**config.mk**
```make
export PLATFORM = sky130hd
export DESIGN_NAME = ext_bus_slave_bridge_flat
export DESIGN_NICKNAME = d
export VERILOG_FILES = /design/src/rtl/ext_bus_slave_bridge_if.sv /design/src/rtl/ext_bus_slave_bridge.sv /design/src/flat_wrapper.sv
export SDC_FILE = /design/constraint.sdc
export NUM_CORES = 1
export LEC_CHECK = 0
export CORE_MARGIN = 1
export CORE_UTILIZATION = 44
export DETAILED_ROUTE_END_ITERATION = 12
export PLACE_DENSITY = 0.86
export SLEW_MARGIN = 20
export SYNTH_ARGS = -nofsm -noshare
export SYNTH_HDL_FRONTEND = slang
export SYNTH_SLANG_ARGS = --single-unit
export TNS_END_PERCENT = 10
```
**constraint.sdc**
```tcl
create_clock -name clk -period 2 [get_ports clk]
set_input_delay 0.2 -clock clk [delete_from_list [all_inputs] [get_ports clk]]
set_output_delay 0.2 -clock clk [all_outputs]
set_load 0.02 [all_outputs]
```
**src/rtl/ext_bus_slave_bridge_if.sv**
```systemverilog
// MCU multiplexed external bus plus the demultiplexed target-side request, grouped as one bundle.
// slave = bridge view, master = MCU/target (bench) view.
interface ext_bus_slave_bridge_if;
  logic        ae;
  logic        ext_read;
  logic        ext_write;
  logic [15:0] ext_ad_out;
  logic [7:0]  ext_ad_in;
  logic        ext_ready;
  logic [31:0] mem_addr;
  logic [7:0]  mem_wdata;
  logic        mem_read;
  logic        mem_write;
  logic        off_sel;
  logic        io_sel;
  logic [7:0]  mem_rdata;
  logic        mem_ready;
  logic        bus_error;

  modport slave (
    input  ae, ext_read, ext_write, ext_ad_out, mem_rdata, mem_ready,
    output ext_ad_in, ext_ready, mem_addr, mem_wdata, mem_read, mem_write,
           off_sel, io_sel, bus_error
  );

  modport master (
    output ae, ext_read, ext_write, ext_ad_out, mem_rdata, mem_ready,
    input  ext_ad_in, ext_ready, mem_addr, mem_wdata, mem_read, mem_write,
           off_sel, io_sel, bus_error
  );
endinterface

```
**src/rtl/ext_bus_slave_bridge.sv**
```systemverilog
// Demultiplexes the MCU AE/AD bus into a 32-bit address + byte request with IO/off-chip decode.
// Optional watchdog on the target access is enabled by defining BRIDGE_TIMEOUT_EN.
module ext_bus_slave_bridge #(
  parameter logic [11:0] IO_BASE_HI     = 12'h1A1,
  parameter logic [19:0] OFF_MIN_HI     = 20'h00001,
  parameter int unsigned TIMEOUT_CYCLES = 1024
) (
  input  logic                         clk,
  input  logic                         rst,
  ext_bus_slave_bridge_if.slave        bus
);

  typedef enum logic [2:0] {S_IDLE, S_AHI, S_CMD, S_ACC, S_DONE} state_t;

  state_t      state_q, state_d;
  logic [31:0] addr_q, addr_d;
  logic [7:0]  wdata_q, wdata_d;
  logic [7:0]  rdata_q, rdata_d;
  logic        wtaken_q, wtaken_d;
  logic        is_wr_q, is_wr_d;
  logic        err_q, err_d;
  logic        io_hit, off_hit, miss;
  logic        timeout;

  assign io_hit  = (addr_q[31:20] == IO_BASE_HI) && (addr_q[19:17] == 3'b000);
  assign off_hit = (addr_q[31:12] >= OFF_MIN_HI) && !io_hit;
  assign miss    = !io_hit && !off_hit;

`ifdef BRIDGE_TIMEOUT_EN
  localparam int CNT_W = $clog2(TIMEOUT_CYCLES + 1);
  localparam logic [CNT_W-1:0] CNT_LAST = CNT_W'(TIMEOUT_CYCLES - 1);

  logic [CNT_W-1:0] cnt_q, cnt_d;

  // Last ACC cycle of the watchdog window: the edge leaving it lands in DONE.
  assign timeout = (cnt_q == CNT_LAST);

  always_ff @(posedge clk or posedge rst) begin
    if (rst) cnt_q <= '0;
    else     cnt_q <= cnt_d;
  end
`else
  assign timeout = 1'b0;
`endif

  always_comb begin
    state_d  = state_q;
    addr_d   = addr_q;
    wdata_d  = wdata_q;
    rdata_d  = rdata_q;
    wtaken_d = wtaken_q;
    is_wr_d  = is_wr_q;
    err_d    = 1'b0;
`ifdef BRIDGE_TIMEOUT_EN
    cnt_d    = cnt_q;
`endif
    unique case (state_q)
      S_IDLE: begin
        if (bus.ae) begin
          addr_d[15:0] = bus.ext_ad_out;
          wtaken_d     = 1'b0;
          state_d      = S_AHI;
        end
      end
      S_AHI: begin
        // Dropping AE after only the low halfword abandons the cycle; the partial address stays.
        if (bus.ae) begin
          addr_d[31:16] = bus.ext_ad_out;
          state_d       = S_CMD;
        end else begin
          state_d = S_IDLE;
        end
      end
      S_CMD: begin
        if (bus.ae) begin
          addr_d[15:0] = bus.ext_ad_out;
          wtaken_d     = 1'b0;
          state_d      = S_AHI;
        end else begin
          if (!wtaken_q) begin
            wdata_d  = bus.ext_ad_out[7:0];
            wtaken_d = 1'b1;
          end
          if (bus.ext_write || bus.ext_read) begin
            is_wr_d = bus.ext_write;
            rdata_d = 8'h00;
            if (miss) begin
              err_d   = 1'b1;
              state_d = S_DONE;
            end else begin
              state_d = S_ACC;
`ifdef BRIDGE_TIMEOUT_EN
              cnt_d   = '0;
`endif
            end
          end
        end
      end
      S_ACC: begin
        if (bus.mem_ready) begin
          if (!is_wr_q) rdata_d = bus.mem_rdata;
          state_d = S_DONE;
        end else if (timeout) begin
          err_d   = 1'b1;
          rdata_d = 8'hFF;
          state_d = S_DONE;
        end
`ifdef BRIDGE_TIMEOUT_EN
        else begin
          cnt_d = cnt_q + CNT_W'(1);
        end
`endif
      end
      S_DONE: begin
        if (!bus.ext_read && !bus.ext_write) state_d = S_IDLE;
      end
      default: state_d = S_IDLE;
    endcase
  end

  always_ff @(posedge clk or posedge rst) begin
    if (rst) begin
      state_q  <= S_IDLE;
      addr_q   <= '0;
      wdata_q  <= '0;
      rdata_q  <= '0;
      wtaken_q <= 1'b0;
      is_wr_q  <= 1'b0;
      err_q    <= 1'b0;
    end else begin
      state_q  <= state_d;
      addr_q   <= addr_d;
      wdata_q  <= wdata_d;
      rdata_q  <= rdata_d;
      wtaken_q <= wtaken_d;
      is_wr_q  <= is_wr_d;
      err_q    <= err_d;
    end
  end

  assign bus.mem_addr  = addr_q;
  assign bus.mem_wdata = wdata_q;
  assign bus.mem_read  = (state_q == S_ACC) && !is_wr_q;
  assign bus.mem_write = (state_q == S_ACC) && is_wr_q;
  assign bus.off_sel   = off_hit;
  assign bus.io_sel    = io_hit;
  assign bus.ext_ready = (state_q == S_DONE);
  assign bus.ext_ad_in = (state_q == S_DONE) ? rdata_q : 8'h00;
  assign bus.bus_error = err_q;

endmodule

```
**src/flat_wrapper.sv**
```systemverilog
// flat-port wrapper written by rule: the top's interface ports become plain ports
module ext_bus_slave_bridge_flat 
#(
  parameter logic [11:0] IO_BASE_HI     = 12'h1A1,
  parameter logic [19:0] OFF_MIN_HI     = 20'h00001,
  parameter int unsigned TIMEOUT_CYCLES = 1024
)
  (clk, rst, bus_ae, bus_ext_read, bus_ext_write, bus_ext_ad_out, bus_mem_rdata, bus_mem_ready, bus_ext_ad_in, bus_ext_ready, bus_mem_addr, bus_mem_wdata, bus_mem_read, bus_mem_write, bus_off_sel, bus_io_sel, bus_bus_error);
  ext_bus_slave_bridge_if bus_i ();
  input  logic clk;
  input  logic rst;
  input wire logic [$bits(bus_i.ae)-1:0] bus_ae;
  input wire logic [$bits(bus_i.ext_read)-1:0] bus_ext_read;
  input wire logic [$bits(bus_i.ext_write)-1:0] bus_ext_write;
  input wire logic [$bits(bus_i.ext_ad_out)-1:0] bus_ext_ad_out;
  input wire logic [$bits(bus_i.mem_rdata)-1:0] bus_mem_rdata;
  input wire logic [$bits(bus_i.mem_ready)-1:0] bus_mem_ready;
  output wire logic [$bits(bus_i.ext_ad_in)-1:0] bus_ext_ad_in;
  output wire logic [$bits(bus_i.ext_ready)-1:0] bus_ext_ready;
  output wire logic [$bits(bus_i.mem_addr)-1:0] bus_mem_addr;
  output wire logic [$bits(bus_i.mem_wdata)-1:0] bus_mem_wdata;
  output wire logic [$bits(bus_i.mem_read)-1:0] bus_mem_read;
  output wire logic [$bits(bus_i.mem_write)-1:0] bus_mem_write;
  output wire logic [$bits(bus_i.off_sel)-1:0] bus_off_sel;
  output wire logic [$bits(bus_i.io_sel)-1:0] bus_io_sel;
  output wire logic [$bits(bus_i.bus_error)-1:0] bus_bus_error;
  assign bus_i.ae = bus_ae;
  assign bus_i.ext_read = bus_ext_read;
  assign bus_i.ext_write = bus_ext_write;
  assign bus_i.ext_ad_out = bus_ext_ad_out;
  assign bus_i.mem_rdata = bus_mem_rdata;
  assign bus_i.mem_ready = bus_mem_ready;
  assign bus_ext_ad_in = bus_i.ext_ad_in;
  assign bus_ext_ready = bus_i.ext_ready;
  assign bus_mem_addr = bus_i.mem_addr;
  assign bus_mem_wdata = bus_i.mem_wdata;
  assign bus_mem_read = bus_i.mem_read;
  assign bus_mem_write = bus_i.mem_write;
  assign bus_off_sel = bus_i.off_sel;
  assign bus_io_sel = bus_i.io_sel;
  assign bus_bus_error = bus_i.bus_error;
  ext_bus_slave_bridge #(.IO_BASE_HI(IO_BASE_HI), .OFF_MIN_HI(OFF_MIN_HI), .TIMEOUT_CYCLES(TIMEOUT_CYCLES)) u_core (.clk(clk), .rst(rst), .bus(bus_i));
endmodule
```
Yosys cells after proc, flatten, opt, wreduce, memory -nomap -nowiden
Index checks and enable logic that the tools add are counted.
W data, S select, Z words.
{ "word_totals": {"reg_bits": 54, "latch_bits": 0, "ramBits": 0, "rom_bits": 0, "inputBits": 30, "output_inout_bits": 54, "wordCells": 68, "mem_count": 0} }
{ "op_classes": {"addsub": 0, "n_mul": 0, "div_mod_pow": 0, "n_lt_le_gt_ge": 1, "n_eq_ne": 12, "shifts": 0, "n_mux": 21, "bitwise": 2, "n_reduce_logical": 24} }
{ "ops": {"columns": ["op", "n"], "rows": [
  ["$mux W8", 5],
  ["$ge A20 B1 Y1 const B", 1],
  ["$mux W3", 6],
  ["$pmux W8 S2", 1],
  ["$pmux W3 S5", 1],
  ["$eq A12 B9 Y1 const B", 1],
  ["$ne A2 B2 Y1 const B", 4],
  ["$eq A3 B2 Y1 const B", 2],
  ["$logic_and A1 B1 Y1", 6],
  ["$logic_not A3 Y1", 2],
  ["$mux W1", 6],
  ["$reduce_and A2 Y1", 3],
  ["$reduce_and A3 Y1", 2],
  ["$logic_not A1 Y1", 5],
  ["$reduce_and A5 Y1", 1],
  ["$ne A2 B1 Y1 const B", 2],
  ["$reduce_and A4 Y1", 1],
  ["$reduce_bool A2 Y1", 2],
  ["$eq A3 B1 Y1 const B", 1],
  ["$eq A3 B3 Y1 const B", 1],
  ["$ne A3 B2 Y1 const B", 1],
  ["$mux W2", 1],
  ["$not A1 Y1", 2],
  ["$pmux W1 S2", 1],
  ["other kinds (2)", 2]
]} }

Logic depth before layout (Yosys ltp)
{ "depth": {"depth_word": 10, "mapped_depth": 5, "mapped_depth_nobuf": 4} }

Worst setup path before layout
Ideal clock, no wire load.
{ "synth_path": {"path_kind": "register to register", "start": "register u_core.state_q[0]", "end": "register u_core.addr_q[0] (netlist: u_core.bus.mem_addr[0])", "setup_ns": 0.125, "arrival_ns": 1.481, "required_ns": 1.875, "path_slack_ns": 0.394, "stages_incl_launch_ff": 5, "path_buffers": 2, "synth_period_minus_slack_ns": 1.606, "cell_sequence": "dfrtp_1 > buf_6 > nor3b_2 > buf_4 > mux2_2"} }
{ "synth_between": {"elab_chain_len": 3, "elab_cells_between_ends": 4, "classes_between": "1 x eq/ne; 3 x reduce/logical"} }
{ "synth_rtl": {"columns": ["element", "line_no", "text"], "rows": [
  ["start, declared", "ext_bus_slave_bridge.sv:15", "state_t state_q, state_d;"],
  ["start signal, assigned", "ext_bus_slave_bridge.sv:131", "state_q <= state_d;"],
  ["$eq A3 B2 Y1 / $logic_not A3 Y1 (equally long branches)", "ext_bus_slave_bridge.sv:57", "unique case (state_q)"],
  ["$reduce_or A2 Y1 (no source line) *", null, null],
  ["$reduce_and A2 Y1 (no source line) *", null, null],
  ["end signal, assigned", "ext_bus_slave_bridge.sv:132", "addr_q <= addr_d;"],
  ["end, declared", "ext_bus_slave_bridge.sv:16", "logic [31:0] addr_q, addr_d;"]
]} }
Every way passes the cells marked *; elsewhere a longest branch is shown, timed or not.
A chain may end at the register's enable or synchronous reset.

Final worst setup path
{ "layout_path": {"start": "register u_core.addr_q[17] (netlist: u_core.bus.mem_addr[17])", "end": "output port bus_off_sel"} }
{ "layout_between": {"elab_chain_len": 4, "elab_cells_between_ends": 5, "classes_between": "1 x order compare; 4 x reduce/logical"} }
{ "layout_rtl": {"columns": ["element", "line_no", "text"], "rows": [
  ["branches (longest 3 deep; another with $ge A20 B1 Y1)", null, null],
  ["$logic_and A1 B1 Y1 *", "ext_bus_slave_bridge.sv:26", "assign off_hit = (addr_q[31:12] >= OFF_MIN_HI) && !io_hit;"],
  ["end, declared", "flat_wrapper.sv:24", "output wire logic [$bits(bus_i.off_sel)-1:0] bus_off_sel;"]
]} }
Every way passes the cells marked *.

==> implementation parameters <==
Parameter                              Value

Floorplan
  Height of the die ... 74.59 µm
  Number of placed I/O pins ... 84
  Core ar. ... 0.005075 mm²
  Die Span X ... 74.59 µm
  Row cnt ... 26
  Initial Utilization ... 45.69%
  Area of the die ... 0.005564 mm²

Clocking
  Clock buffer count from CTS ... 5
  Clock Pin Slew Worst Setup and Hold Paths ... 0.09 ns
  Root Driver ... sky130_fd_sc_hd__clkbuf_8
  Number of buffers inserted by hold repair at cts ... 0
  Htree depth ... 2
  Num Clock Sinks ... 54
  Clock tree from TritonCTS ... done
  Max clock buf depth ... 2
  Clock insertion delay at the later pin of the skew report ... 0.31 ns

Setup path
  Worst setup EP type ... primary output
  Slowest stage delay, CP ... 0.42 ns
  CP Class ... reg -> out
  Slowest cell on the critical path ... sky130_fd_sc_hd__dfrtp_1
  Cell occurring most often along the worst timing path ... sky130_fd_sc_hd__nor2_1
  Type of element launching the critical path ... flip-flop
  Cell Chain, Critical Path ... nor4_2, nand3_1, nor2_1, nor2_1, dlygate4sd2_1
  Data required time at the worst endpoint ... 1.80 ns
  Worst path arrival time ... 1.72 ns
  Biggest fanout along the worst timing path ... 3

STA
  Headroom to the max-slew limit ... 63.23%
  Final clock skew ... 0.004448 ns
  Final critical-path share of the clock period ... 96.23%
  Number of hold-slack violations in the final timing report ... 0
  Hold WS ... 0.2118 ns
  Final TNS setup ... 0 ns
  Unrepaired setup endpoints after global routing ... false
  Number of endpoints failing setup at the final stage ... 0
  Shortest clock period the worst path allows after layout ... 1.925 ns
  Final Max Slew Viols ... 0
  Final critical-path setup slack ... 0.07541 ns
  Max Clk Rate ... 519.6 MHz
  Transition time at the pin with the least slew margin ... 0.5495 ns

Final layout
  Design area ... 0.003412 mm²
  Antenna Diode Count ... 0
  Ratio of cells with drive above 1 in the final layout ... 25.18%
  Net count reported at finish ... 303
  Signed area change from the synthesized netlist to the final layout ... 47.17%

Drt
  Total length of routed met3 wires ... 404 µm
  Detail Route Antenna Nets ... 0
  M1 wire length ... 2221 µm
  Avg WL per Cell ... 14.99 µm
  WL final ... 5156 µm
  First-pass DRT Iterations ... 4
  Drc violations ... 0
  Wire length on met2 ... 2427 µm
  Drt via density ... 5.044
  Top routing layer in use ... met4
  Number of DRC markers after the initial detailed-route iteration ... 50
  Total via count in the routed design ... 1,735

Global routing
  Largest net degree at the start of global routing ... 35
  Antenna violations before repair ... 0
  First-pass GRT wire length ... 8238 µm
  Overall global routing resource usage ... 20.17%
  Residual overflow from global routing ... 0
  Number of global-route vias before repair ... 1,755

Power
  Switching fraction of total power ... 36.87%
  Part of the total power dissipated in combinational logic ... 49.8%
  Overall Power ... 5.253 mW
  P_leak ... 1.533 nW
  Power Dens Cells ... 1539 mW/mm²
  P_int ... 3.316 mW
  Highest ir drop seen on vdd ... 1.052 mV
  Sequential group share of total power ... 38.5%
  Clock share of power ... 11.7%
  Switching component of the power ... 1.937 mW

Outcome
  Run status ... completed

Yosys
  Main flop type after synthesis ... sky130_fd_sc_hd__dfrtp_1
  Post-Syn Area ... 0.002318 mm²
  Avg Synthesized Cell Area ... 13.10 µm²
  Post-synth EDFFs ... 0
  Mapped Cells ... 177
  Post-synthesis sequential area ratio ... 58.28%
  Distinct cell type count of the synthesized netlist ... 31
  Async SR Flop Fraction ... 100.0%
  Count of synthesis-stage warnings from yosys ... 0
  Post-synthesis net count ... 207
  Register bit total from synthesis ... 54

Placement
  Worst slack at placement ... 0.1278 ns
  DP Wirelength ... 3884 µm
  Placed Instance Area ... 0.003314 mm²
  RePlAce Congestion ... 0.8596
  Port Buffer Count ... 83

Run
  # Max-Cap Violations ... 0

Hold path
  Type of the most critical hold path ... in -> async
cell usage in the layout, fill, tap and decap left out, types with 2 or more instances in the layout:
master / n
sky130_fd_sc_hd__a21oi_1: 3
sky130_fd_sc_hd__nand3_1: 2
sky130_fd_sc_hd__nor3_1: 4
sky130_fd_sc_hd__nor2_1: 9
sky130_fd_sc_hd__nand2_1: 11
sky130_fd_sc_hd__dlymetal6s2s_1: 2
sky130_fd_sc_hd__dfrtp_1: 53
sky130_fd_sc_hd__nor3b_2: 2
sky130_fd_sc_hd__a22o_1: 2
sky130_fd_sc_hd__inv_1: 8
sky130_fd_sc_hd__and2_1: 9
sky130_fd_sc_hd__nor2_2: 2
sky130_fd_sc_hd__clkbuf_8: 6
sky130_fd_sc_hd__mux2i_1: 8
sky130_fd_sc_hd__mux2_2: 40
sky130_fd_sc_hd__dlygate4sd2_1: 11
sky130_fd_sc_hd__inv_2: 2
sky130_fd_sc_hd__buf_4: 7
sky130_fd_sc_hd__nor4_1: 2
sky130_fd_sc_hd__buf_12: 3
sky130_fd_sc_hd__clkdlybuf4s50_1: 70
synth_stat cells, types with 2 or more instances:
library cell               n  share of area, %
sky130_fd_sc_hd__dfrtp_1  54                58
sky130_fd_sc_hd__mux2_2   40                19
sky130_fd_sc_hd__nand2_1  11               1.8
sky130_fd_sc_hd__nor2_1   10               1.6
sky130_fd_sc_hd__and2_1    9               2.4
sky130_fd_sc_hd__inv_1     9               1.5
sky130_fd_sc_hd__mux2i_1   8               3.5
sky130_fd_sc_hd__nor3_1    5               1.1
sky130_fd_sc_hd__a21oi_1   3              0.65
sky130_fd_sc_hd__nor4_1    3              0.81
sky130_fd_sc_hd__a22o_1    2              0.76
sky130_fd_sc_hd__buf_6     2              0.97
sky130_fd_sc_hd__nand3_1   2              0.43
sky130_fd_sc_hd__nor3b_2   2               1.1
power groups by stage:
stage	sequential [mW]	combinational (mW)	clock, mW
after floorplan	2.46	0.951	0
after global placement	1.99	2.60	0
after detailed placement	2.02	2.64	0
after CTS	2.01	2.65	0.629
after global routing	2.10	2.79	0.672
final	2.02	2.62	0.616
worst max-delay path, delay by kind of cell, from the launching register on:
| kind | cells | cell delay [ns] |
|---|---|---|
| buf+inv | 1 | 0.32 |
| flops | 1 | 0.42 |
| simple gates | 4 | 0.69 |
sequential cells by signal, summed over array words and instances (netlist names):
signal,count
u_core.bus.mem_wdata,8
u_core.rdata_q,8
u_core.wtaken_q,1
u_core.bus.mem_addr,32
u_core.bus.bus_error,1
u_core.state_q,3
u_core.is_wr_q,1
cell type report:
cell class,instances,area (µm²)
repair buffers,93,934.6
clock buffers,7,86.33
well taps,70,87.58
multi-input cells,109,908.4
inverters,10,37.54
clock inverters,1,5.005
flip-flops and latches,54,1353
fillers,421,1663
kinds of logic (layout without fill, tap and decap cells):
family / count (synthesis) / after routing / share of synthesized area, %
flops: 54 / 54 / 58.28
simple gates: 50 / 50 / 12.25
compound gates: 11 / 11 / 3.454
mux: 48 / 48 / 22.88
buf+inv: 14 / 111 / 3.130
per-stage QoR:
| stage | util, % | instances |
|---|---|---|
| after floorplan | - | 177 |
| after global placement | 65.31 | 336 |
| after detailed placement | 65.31 | 336 |
| after CTS | 66.86 | 344 |
| after global routing | 67.23 | 344 |
| final | 67.23 | 344 |
per-layer routing:
metal	up-vias	global-route usage [%]
met1	850	25.89
li1	808	-
met3	7	5.556
met4	0	8.805
met2	70	32.13
met5	-	0
final timing paths:
path | end | from | depth (start not counted) | slack [ns]
setup / recovery | bus_off_sel | u_core.bus.mem_addr[17] | 5 | 0.08
hold / removal | u_core.rdata_q[7] | rst | 2 | 0.21
setup reg to reg | u_core.bus.mem_wdata[6] | u_core.state_q[2] | 5 | 0.34
hold reg to reg | u_core.bus.mem_addr[2] | u_core.bus.mem_addr[2] | 1 | 0.51
max in group asynchronous | u_core.bus.mem_wdata[0] | rst | 3 | 1.25
min in group clk | u_core.rdata_q[2] | bus_mem_rdata[2] | 3 | 0.44
what timing repair did:
action,in CTS,in global routing
gates resized for setup,12,5
setup endpoints to repair,11,4
setup buffers,0,0
hold endpoints to repair,0,0
Note: power is estimated with default switching activity, not from simulation.
